**src/rtl/maxterm_table_sweeper.sv**
```systemverilog
// Streams the full truth table of an NVARS-input function given as a maxterm or
// minterm mask, one row per valid/ready transfer, then reports how many rows are 1.
module maxterm_table_sweeper #(
    parameter int NVARS = 4
) (
    input  logic                      clk,
    input  logic                      reset,
    input  logic                      start,
    input  logic                      mode,
    input  logic [(1<<NVARS)-1:0]     mask,
    output logic                      out_valid,
    input  logic                      out_ready,
    output logic [NVARS-1:0]          row,
    output logic                      value,
    output logic                      last,
    output logic                      busy,
    output logic                      done,
    output logic [NVARS:0]            ones
);

    localparam logic [NVARS-1:0] LAST_IDX = '1;

    typedef enum logic [1:0] {
        IDLE = 2'd0,
        RUN  = 2'd1,
        DONE = 2'd2
    } state_t;

    state_t                  state_q, state_d;
    logic [NVARS-1:0]        index_q, index_d;
    logic [(1<<NVARS)-1:0]   mask_q, mask_d;
    logic                    mode_q, mode_d;
    logic [NVARS:0]          count_q, count_d;
    logic [NVARS:0]          ones_q, ones_d;

    logic cur_bit;
    logic cur_value;
    logic cur_last;

    // A set mask bit marks a 0 row in maxterm mode and a 1 row in minterm mode.
    assign cur_bit   = mask_q[index_q];
    assign cur_value = mode_q ? cur_bit : ~cur_bit;
    assign cur_last  = (index_q == LAST_IDX);
    assign ones      = ones_q;

    always_ff @(posedge clk or posedge reset) begin
        if (reset) begin
            state_q <= IDLE;
            index_q <= '0;
            mask_q  <= '0;
            mode_q  <= 1'b0;
            count_q <= '0;
            ones_q  <= '0;
        end else begin
            state_q <= state_d;
            index_q <= index_d;
            mask_q  <= mask_d;
            mode_q  <= mode_d;
            count_q <= count_d;
            ones_q  <= ones_d;
        end
    end

    always_comb begin
        state_d   = state_q;
        index_d   = index_q;
        mask_d    = mask_q;
        mode_d    = mode_q;
        count_d   = count_q;
        ones_d    = ones_q;
        out_valid = 1'b0;
        busy      = 1'b0;
        done      = 1'b0;
        row       = '0;
        value     = 1'b0;
        last      = 1'b0;

        case (state_q)
            IDLE: begin
                if (start) begin
                    mask_d  = mask;
                    mode_d  = mode;
                    index_d = '0;
                    count_d = '0;
                    state_d = RUN;
                end
            end
            RUN: begin
                out_valid = 1'b1;
                busy      = 1'b1;
                row       = index_q;
                value     = cur_value;
                last      = cur_last;
                // Without out_ready the row is simply re-presented next cycle.
                if (out_ready) begin
                    count_d = count_q + {{NVARS{1'b0}}, cur_value};
                    if (cur_last) begin
                        state_d = DONE;
                    end else begin
                        index_d = index_q + 1'b1;
                    end
                end
            end
            DONE: begin
                done    = 1'b1;
                ones_d  = count_q;
                state_d = IDLE;
            end
            default: begin
                state_d = IDLE;
            end
        endcase
    end

endmodule

```
**config.mk**
```make
export PLATFORM = sky130hd
export DESIGN_NAME = maxterm_table_sweeper
export DESIGN_NICKNAME = d
export VERILOG_FILES = /design/src/rtl/maxterm_table_sweeper.sv
export SDC_FILE = /design/constraint.sdc
export NUM_CORES = 1
export LEC_CHECK = 0
export CAP_MARGIN = 10
export CORE_ASPECT_RATIO = 1.5
export CORE_MARGIN = 8
export CORE_UTILIZATION = 25
export DETAILED_ROUTE_END_ITERATION = 7
export PLACE_DENSITY = 0.56
export SYNTH_ARGS = -nofsm -noshare
export SYNTH_HDL_FRONTEND = slang
export SYNTH_SLANG_ARGS = --single-unit
```
**constraint.sdc**
```tcl
create_clock -name clk -period 2.9 [get_ports clk]
set_clock_uncertainty 0.05 [all_clocks]
set_input_delay 0.58 -clock clk [delete_from_list [all_inputs] [get_ports clk]]
set_output_delay 0.58 -clock clk [all_outputs]
set_load 0.02 [all_outputs]
```
==> key figures, run 1 <==
Outcome
  • Outcome: finished clean

Placed design
  • Hpwl dp: 2658 microns
  • PortBufs: 34
  • GPL Wtd Cong: 0.7382
  • Pre-CTS setup slack: -170.0 ps

Detailed routing
  • Drt initial violations: 33
  • Final wirelength: 3524 microns
  • Vias/cell: 4.472
  • Drt drc: 0
  • Antenna-violating nets left: 0
  • Pre-antenna DRT Iters: 4
  • DR WL/cell: 14.21 microns
  • Total number of vias: 1109

STA
  • Final setup vio count: 0
  • RSZ-0062 raised after global routing: yes
  • Worst setup margin: 82.05 ps
  • Max Fclk: 354.9 MHz
  • Max-slew headroom: 0.7170
  • Final min period: 2818 ps
  • Slew @ Worst Pin: 424.5 ps
  • Max Slew Vio Count: 0
  • TNS Setup: 0 ps
  • Fin. Hold Viols: 0
  • Final Cycle Share: 0.9717

Power and ir drop
  • Total power draw: 1522 uW
  • Maximum vdd drop: 0.3906 mV
  • Leak: 0.0009059 uW
  • Pwr per Cell Area: 713.1 mW/mm^2

Logic synthesis
  • Largest family of logic cells by synthesized area: multiplexers
  • Gate Count Post-Synth: 129
  • Yosys reg bits: 33
  • Synth Area in Simple Gates: 0.1386
  • Netlist cell types: 26
  • Syn. warnings: 0
  • Multiplexer share of the synthesized area: 0.2155
  • Syn Area/Cell: 12.10 sq um
  • Sequential share of the synthesized area: 0.5288
  • Synthesized area: 0.001561 sq mm
  • Compound-Gate Fraction of Synth Area: 0.03205
  • Adder-cell area share of the yosys netlist: 0.02404
  • Synth Area in XOR/XNOR: 0.02724
  • Synthesized net count: 153

Clock tree
  • Root buf cell: clkbuf_8
  • H-tree depth: 2
  • Sink Count: 33
  • CTS tree: yes
  • Maximum root-to-sink buffer count: 2
  • Total CTS buffers: 5
  • Post-CTS Hold Buffers: 0
  • Clk slew on worst S/H paths: 60 ps
  • Clk Latency, worst-skew pair: 280 ps

Global routing
  • Vias in the first global route: 1237
  • Largest net degree at the start of global routing: 34
  • Met2 Use GR: 0.1434
  • Grt peak-use layer: met2
  • Grt met3 use: 0.02540
  • Gr ovfl total: 0
  • Total GRT Usage: 0.08335
  • First-pass GRT wire length: 5802 microns
  • Met1 Usage GRT: 0.08526
  • Initial antenna violation count: 0

Setup path
  • Worst setup SP type: flop
  • Reg2Reg Setup Slack: 150 ps
  • Kind of critical path: flop to output port
  • R2R Path End: count_q[4]$_DFFE_PP0P_
  • CP Data Arrival Time: 2190 ps
  • Worst Setup End Kind: output port
  • Worst path required time: 2270 ps
  • CP startpoint: index_q[1]$_DFFE_PP0P_
  • Crit-path max FO: 5
  • Worst r2r path cells: 10
  • Critical R2R Launch: index_q[1]$_DFFE_PP0P_

Hold path
  • Hold crit path type: flop to flop
  • Hold Crit Endpoint: ones[4]$_DFFE_PP0P_
  • Worst Hold Depth: 2
  • Worst hold start: ones[4]$_DFFE_PP0P_

Floorplanning
  • Die width: 80.53 microns
  • Die height: 112.8 microns
  • Die area: 0.009083 sq mm
  • Num rows: 35
  • I/O pin cnt: 35
  • CORE AREA: 0.006087 sq mm
  • Initial Util: 0.2565

Finish
  • Final net count: 197
  • Share of cells above drive strength 1: 0.2586
  • Area Growth Syn to Fin: 36.70%
  • N_diodes: 0
  • Filler instances: 619

Job
  • Max-cap violations: 0
==> critical path, stage by stage (launching register included) <==
cell	delay [ps]
dfrtp_2	440
mux4_2	520
mux4_2	490
xnor2_2	180
and2_1	160
buf_6	110
==> cells by family after synthesis <==
family / count (synthesis)
compound gates: 10
xor+xnor: 4
fa+ha+maj: 3
buf+inv: 11
flops: 33
mux: 24
simple gates: 44
==> per-stage QoR <==
stage                     instance area [sq um]  instances  hold slack [ps]  utilization
after global routing                       2135        248            461.2       0.3507
final                                      2135        248            419.0       0.3507
after floorplan                            1562        129            409.8            -
after CTS                                  2108        247            428.6       0.3464
after detailed placement                   2026        239            412.3       0.3328
after global placement                     2026        239            405.8       0.3328
==> final cells by class <==
class	instances	area, sq um	area share
Clock buffer	8	80.08	0.03751
Timing Repair Buffer	43	409.1	0.1917
Multi-Input combinational cell	85	706.9	0.3312
Inverter	5	18.77	0.008792
Sequential cell	33	827.0	0.3875
Tap cell	74	92.59	0.04338
==> worst max path at each step <==
stage,slack [ps],depth (start not counted),to
global route,-20,5,value
finish,80,5,value
floorplan,300,9,count_q[4]$_DFFE_PP0P_
CTS,30,5,value
detailed placement,-170,5,value
global placement,-130,5,value
==> report_power, final <==
part | internal [uW] | total [uW] | switching (uW)
logic | 335 | 540 | 205
registers | 562 | 656 | 94.6
clock network | 170 | 326 | 155
total | 1070 | 1520 | 455
==> flip-flops by register name, summed over array words and instances (netlist names) <==
register,count
count_q,5
index_q,4
mask_q,16
mode_q,1
ones,5
state_q,2
==> cell usage in the layout (no fill, tap or decap), types with 2 or more instances in the layout <==
cell / synthesis / routed
clkdlybuf4s50_1: 0 / 33
nor2_1: 4 / 4
buf_4: 1 / 9
mux2_2: 18 / 18
mux4_2: 2 / 5
nand2_1: 19 / 19
a21oi_1: 2 / 2
or3_1: 2 / 2
xor2_1: 2 / 2
nand2b_1: 2 / 2
nand3_1: 5 / 5
dfrtp_1: 33 / 32
clkbuf_8: 0 / 5
nand4_1: 3 / 3
and2_1: 5 / 5
inv_1: 5 / 5
o21ai_0: 8 / 8
clkbuf_1: 4 / 3
==> cell usage after synthesis <==
cell type | number | area, sq um
inv_1 | 5 | 18.77
a21oi_1 | 2 | 10.01
and3_1 | 1 | 6.260
buf_4 | 1 | 7.510
buf_6 | 1 | 11.26
mux4_1 | 3 | 78.83
nor4b_1 | 1 | 8.760
nand3_1 | 5 | 25.02
dfrtp_1 | 33 | 825.8
xnor2_2 | 1 | 16.27
mux4_2 | 2 | 45.04
nand2b_1 | 2 | 12.51
xor2_1 | 2 | 17.52
and2_2 | 1 | 7.510
ha_1 | 3 | 37.54
nor3b_1 | 1 | 7.510
nand4_1 | 3 | 18.77
o21ai_0 | 8 | 40.04
and2_1 | 5 | 31.28
clkbuf_1 | 4 | 15.01
nand2_1 | 19 | 71.32
mux2i_1 | 1 | 10.01
xnor2_1 | 1 | 8.760
nor2_1 | 4 | 15.01
or3_1 | 2 | 12.51
mux2_2 | 18 | 202.7
==> per-layer routing <==
layer	vias up	part of all wire
met5	-	0
met4	0	0.021
met1	538	0.39
met2	28	0.53
met3	9	0.059
li1	534	-
==> timing repair <==
item,CTS,global route
setup buffers,0,1
setup endpoints to repair,2,2
resized for setup,6,9
pin swaps,0,2
Power figures use the tool's default switching activity.
==> run 2: changes to the inputs <==
CTS_CLUSTER_DIAMETER = 80   (was default)
SKIP_LAST_GASP = 1   (was default)
==> key figures, run 2 (synthesis gave the netlist of run 1 again) <==
Floorplanning
  • Die area: 0.009083 sq mm (unchanged)
  • Die width: 80.53 microns (unchanged)
  • Initial Util: 0.2565 (unchanged)
  • CORE AREA: 0.006087 sq mm (unchanged)
  • I/O pin cnt: 35 (unchanged)
  • Num rows: 35 (unchanged)
  • Die height: 112.8 microns (unchanged)

Finish
  • Share of cells above drive strength 1: 0.2529 (-0.005747)
  • Largest Register: mask_q
  • Final non-filler cell total: 248 (unchanged)
  • Leading cell type in the layout, fill and taps excluded: clkdlybuf4s50_1
  • Filler instances: 622 (+0.48%)
  • Final net count: 197 (unchanged)
  • Commonest cells after routing, fill and taps aside: clkdlybuf4s50_1, dfrtp_1, nand2_1, mux2_2, buf_4
  • N_diodes: 0 (unchanged)
  • Area Growth Syn to Fin: 35.90%
  • Largest register FFs: 16 (unchanged)

Setup path
  • Critical Path, Cell by Cell: mux4_2 -> mux4_2 -> xnor2_2 -> and2_1 -> buf_6
  • Worst path most repeated cell: mux4_2
  • CP Data Arrival Time: 2190 ps (about the same)
  • Worst path required time: 2270 ps (about the same)
  • Worst Setup End Kind: output port
  • Worst path max stage delay: 520 ps (about the same)
  • Kind of critical path: flop to output port
  • Top delay family on crit path: multiplexers
  • WP buf/inv: 1 (unchanged)
  • R2R Path End: count_q[4]$_DFFE_PP0P_
  • Worst setup SP type: flop
  • Max stage delay cell, worst path: mux4_2
  • Critical R2R Launch: index_q[1]$_DFFE_PP0P_
  • Reg2Reg Setup Slack: 130 ps (-20 ps)
  • Crit-path max FO: 5 (unchanged)
  • Worst r2r path cells: 10 (unchanged)

Placed design
  • Placed instance count: 239 (unchanged)
  • GPL Wtd Cong: 0.7382 (unchanged)
  • PortBufs: 34 (unchanged)
  • Pre-CTS setup slack: -170.0 ps (unchanged)
  • Hpwl dp: 2658 microns (unchanged)

STA
  • Worst setup margin: 82.49 ps (+0.4323 ps)
  • Final setup vio count: 0 (unchanged)
  • TNS Setup: 0 ps (unchanged)
  • Slew @ Worst Pin: 427.1 ps (+2.519 ps)
  • Max Fclk: 354.9 MHz (about the same)
  • Hold slack: 419.0 ps (+0.03800 ps)
  • Max Slew Vio Count: 0 (unchanged)
  • Final min period: 2818 ps (-0.4323 ps)
  • Fin. Hold Viols: 0 (unchanged)
  • Final Cycle Share: 0.9716 (about the same)
  • RSZ-0062 raised after global routing: yes
  • Max-slew headroom: 0.7153 (-0.001680)

Power and ir drop
  • Pwr per Cell Area: 708.6 mW/mm^2 (-0.62%)
  • Leak: 0.0009071 uW (+0.13%)
  • Maximum vdd drop: 0.3912 mV (+0.16%)

Hold path
  • Worst hold start: ones[4]$_DFFE_PP0P_
  • Hold crit path type: flop to flop
  • Hold Crit Endpoint: ones[4]$_DFFE_PP0P_
  • Worst Hold Depth: 2 (unchanged)

Detailed routing
  • Pre-antenna DRT Iters: 4 (unchanged)
  • Drt initial violations: 34 (+3.0%)
  • Vias/cell: 4.460 (-0.27%)
  • Final wirelength: 3508 microns (-0.45%)
  • DR WL/cell: 14.15 microns (-0.45%)
  • Antenna-violating nets left: 0 (unchanged)
  • Total number of vias: 1106 (-0.27%)
  • Drt drc: 0 (unchanged)

Global routing
  • Total GRT Usage: 0.08335 (unchanged)
  • Gr ovfl total: 0 (unchanged)
  • Vias in the first global route: 1237 (unchanged)
  • First-pass GRT wire length: 5802 microns (unchanged)
  • Initial antenna violation count: 0 (unchanged)
  • Largest net degree at the start of global routing: 34 (unchanged)

Clock tree
  • Maximum root-to-sink buffer count: 2 (unchanged)
  • H-tree depth: 2 (unchanged)
  • Total CTS buffers: 5 (unchanged)
  • Post-CTS Hold Buffers: 0 (unchanged)
  • CTS tree: yes
  • Sink Count: 33 (unchanged)
  • Root buf cell: clkbuf_8
  • Clk Latency, worst-skew pair: 280 ps (about the same)
  • Clk slew on worst S/H paths: 60 ps (about the same)

Outcome
  • Outcome: finished clean

Job
  • Max-cap violations: 0 (unchanged)
-- run 2: worst max-delay path by stage --
| stage | end | depth (start not counted) | start | slack (ps) |
|---|---|---|---|---|
| final | value | 5 | index_q[1]$_DFFE_PP0P_ | 80 |
| after global routing | value | 5 | index_q[1]$_DFFE_PP0P_ | -20 |
| after CTS | value | 5 | index_q[1]$_DFFE_PP0P_ | 30 |
| after detailed placement | value | 5 | index_q[1]$_DFFE_PP0P_ | -170 |
| after global placement | value | 5 | index_q[1]$_DFFE_PP0P_ | -130 |
| after floorplan | count_q[4]$_DFFE_PP0P_ | 9 | index_q[1]$_DFFE_PP0P_ | 300 |
-- run 2: per-stage QoR --
stage | instance area (sq um) | power [uW] | util
after floorplan | 1562 | 980.6 | -
after global placement | 2026 | 1170 | 0.3328
after detailed placement | 2026 | 1176 | 0.3328
after CTS | 2108 | 1496 | 0.3464
after global routing | 2122 | 1609 | 0.3486
final | 2122 | 1504 | 0.3486
-- run 2: layout make-up --
type,count,area [sq um],share of cell area
Sequential cell,33,827.0,0.3897
Multi-Input combinational cell,85,694.4,0.3272
Timing Repair Buffer,43,409.1,0.1928
Tap cell,74,92.59,0.04363
Clock buffer,8,80.08,0.03774
Inverter,5,18.77,0.008844
-- run 2: where the power goes --
group          leakage (uW)  switching (uW)  internal [uW]
registers          0.000413            92.2            562
clock network     0.0000395             155            170
logic              0.000455             200            324
-- run 2: worst register-to-register path, stage by stage (launching register included) --
cell	delay (ps)
dfrtp_2	440
mux4_2	520
mux4_2	490
xnor2_2	180
buf_4	130
ha_1	150
ha_2	180
nor4b_4	190
buf_4	150
xnor2_1	100
nor2_1	50
-- run 2: what timing repair did --
| item | 4_1_cts | 5_1_grt |
|---|---|---|
| gates cloned | 0 | 0 |
| setup buffers | 0 | 1 |
| setup endpoints to repair | 2 | 2 |
| pin swaps | 0 | 2 |
| gates resized for setup | 6 | 7 |
-- run 2: metal layers --
layer  vias to the layer above  track usage  share of wire
met5                         -            0              0
met1                       536      0.08526           0.39
met2                        28       0.1434           0.53
li1                        533            -              -
met4                         0      0.04756          0.021
met3                         9      0.02540          0.059
==> run 3: changes to the inputs <==
CTS_CLUSTER_DIAMETER = default   (was 80)
SETUP_SLACK_MARGIN = 0.2   (was default)
==> key figures, run 3 (synthesis gave the netlist of run 1 again) <==
Outcome
  • Outcome: finished clean

Clock tree
  • CTS tree: yes
  • Clk slew on worst S/H paths: 60 ps (about the same)
  • Sink Count: 33 (unchanged)
  • Root buf cell: clkbuf_8
  • Total CTS buffers: 5 (unchanged)
  • H-tree depth: 2 (unchanged)
  • Clk Latency, worst-skew pair: 280 ps (about the same)
  • Post-CTS Hold Buffers: 0 (unchanged)
  • Maximum root-to-sink buffer count: 2 (unchanged)

Global routing
  • Initial antenna violation count: 0 (unchanged)
  • First-pass GRT wire length: 5961 microns (+2.7%)
  • Gr ovfl total: 0 (unchanged)
  • Largest net degree at the start of global routing: 34 (unchanged)
  • Vias in the first global route: 1249 (+0.97%)
  • Total GRT Usage: 0.08544 (+0.002090)

Floorplanning
  • I/O pin cnt: 35 (unchanged)
  • Die area: 0.009083 sq mm (unchanged)
  • Die height: 112.8 microns (unchanged)
  • Die width: 80.53 microns (unchanged)
  • CORE AREA: 0.006087 sq mm (unchanged)
  • Initial Util: 0.2565 (unchanged)
  • Num rows: 35 (unchanged)

Power and ir drop
  • Combinational share of power: 0.355 (+0.006)
  • Leak: 0.0009728 uW (+7.2%)
  • Switching power share of the total: 0.3037 (+0.005931)
  • Pint: 1064 uW (+0.75%)
  • Power share of the clock group: 0.213 (-0.004)
  • Sw power: 464.0 uW (+3.6%)
  • Pwr per Cell Area: 705.9 mW/mm^2 (-0.39%)
  • Maximum vdd drop: 0.4011 mV (+2.5%)
  • Sequential share of power: 0.432 (-0.003)
  • Total power draw: 1528 uW (+1.6%)

STA
  • Max Fclk: 355.2 MHz (about the same)
  • Slew @ Worst Pin: 379.3 ps (-47.77 ps)
  • Final Cycle Share: 0.9708 (about the same)
  • TNS Setup: 0 ps (unchanged)
  • Max-slew headroom: 0.7399 (+0.02461)
  • Final setup vio count: 0 (unchanged)
  • RSZ-0062 raised after global routing: yes
  • Fin. Hold Viols: 0 (unchanged)
  • Max Slew Vio Count: 0 (unchanged)
  • Final min period: 2815 ps (-2.084 ps)

Detailed routing
  • Vias/cell: 4.452 (-0.18%)
  • Final wirelength: 3571 microns (+1.8%)
  • Drt drc: 0 (unchanged)
  • Drt initial violations: 31 (-8.8%)
  • DR WL/cell: 14.40 microns (+1.8%)
  • Pre-antenna DRT Iters: 4 (unchanged)
  • Antenna-violating nets left: 0 (unchanged)
  • Total number of vias: 1104 (-0.18%)

Placed design
  • Placed instance count: 239 (unchanged)
  • Post-placement cell area: 0.002026 sq mm (unchanged)
  • PortBufs: 34 (unchanged)
  • Hpwl dp: 2658 microns (unchanged)
  • GPL Wtd Cong: 0.7382 (unchanged)

Finish
  • Largest register FFs: 16 (unchanged)
  • Fin area: 0.002165 sq mm (+2.0%)
  • Commonest cells after routing, fill and taps aside: dfrtp_1, clkdlybuf4s50_1, nand2_1, mux2_2
  • Final non-filler cell total: 248 (unchanged)
  • Final net count: 197 (unchanged)
  • N_diodes: 0 (unchanged)
  • Area Growth Syn to Fin: 38.62%
  • Share of cells above drive strength 1: 0.2701 (+0.01724)
  • Largest Register: mask_q
  • Leading cell type in the layout, fill and taps excluded: dfrtp_1

Hold path
  • Hold crit path type: flop to flop

Setup path
  • Critical Path, Cell by Cell: mux4_2 -> mux4_2 -> xnor2_2 -> and2_1 -> buf_2
  • Worst setup SP type: flop
  • Worst path required time: 2270 ps (about the same)
  • CP Data Arrival Time: 2190 ps (about the same)
  • WP buf/inv: 1 (unchanged)
  • Worst path max stage delay: 520 ps (about the same)
  • Kind of critical path: flop to output port
  • Worst path most repeated cell: mux4_2
  • Worst Setup End Kind: output port
  • Top delay family on crit path: multiplexers
  • Max stage delay cell, worst path: mux4_2
  • Crit-path max FO: 5 (unchanged)

Job
  • Max-cap violations: 0 (unchanged)
[run 3: final timing paths]
| kind | start | to | slack [ps] | depth (start not counted) |
|---|---|---|---|---|
| max in group asynchronous | reset | index_q[1]$_DFFE_PP0P_ | 1850 | 3 |
| setup reg to reg | index_q[1]$_DFFE_PP0P_ | count_q[4]$_DFFE_PP0P_ | 220 | 10 |
| min in group asynchronous | reset | mask_q[11]$_DFFE_PP0P_ | 640 | 3 |
| hold reg to reg | ones[4]$_DFFE_PP0P_ | ones[4]$_DFFE_PP0P_ | 420 | 2 |
| setup / recovery | index_q[1]$_DFFE_PP0P_ | value | 80 | 5 |
| hold / removal | ones[4]$_DFFE_PP0P_ | ones[4]$_DFFE_PP0P_ | 420 | 2 |
[run 3: metal layers]
layer  vias up  share of wire  track usage  routed length [microns]
li1        533              -            -                        -
met1       534           0.39      0.08955                     1410
met2        28           0.53       0.1455                     1877
met3         9          0.058      0.02540                      208
met4         0          0.021      0.04756                       75
met5         -              0            0                        0
[run 3: final cells by class]
cell class              instances  area, sq um
clock buffers                   8        80.08
flip-flops and latches         33        827.0
multi-input cells              85        729.5
inverters                       5        18.77
well taps                      74        92.59
repair buffers                 43        416.7
fillers                       615         3923
[run 3: power by group through the flow]
stage,clock [uW],sequential [uW],combinational (uW)
floorplan,0,612,369
global route,357,676,606
CTS,338,662,546
global placement,0,658,512
detailed placement,0,658,517
finish,326,660,542
[run 3: stage by stage]
step           hold slack [ps]  setup WS [ps]    util
6_report                 419.2          84.57  0.3556
5_1_grt                  461.2         -19.78  0.3556
4_1_cts                  428.6          66.24  0.3513
3_5_place_dp             412.3         -170.0  0.3328
3_3_place_gp             405.8         -126.1  0.3328
2_1_floorplan            409.8          302.1       -
[run 3: repair_timing]
| action | 4_1_cts | 5_1_grt |
|---|---|---|
| buffers inserted | 1 | 0 |
| gates resized for setup | 14 | 7 |
| endpoints found under the setup margin | 3 | 8 |
[run 3: worst register-to-register path, delay by kind of cell (launching register included)]
kind | cells | cell delay, ps
adder cells (fa/ha/maj) | 2 | 260
XOR/XNOR | 2 | 250
AND/OR/NAND/NOR | 2 | 240
flip-flops | 1 | 440
multiplexers | 2 | 1010
buffers and inverters | 2 | 300
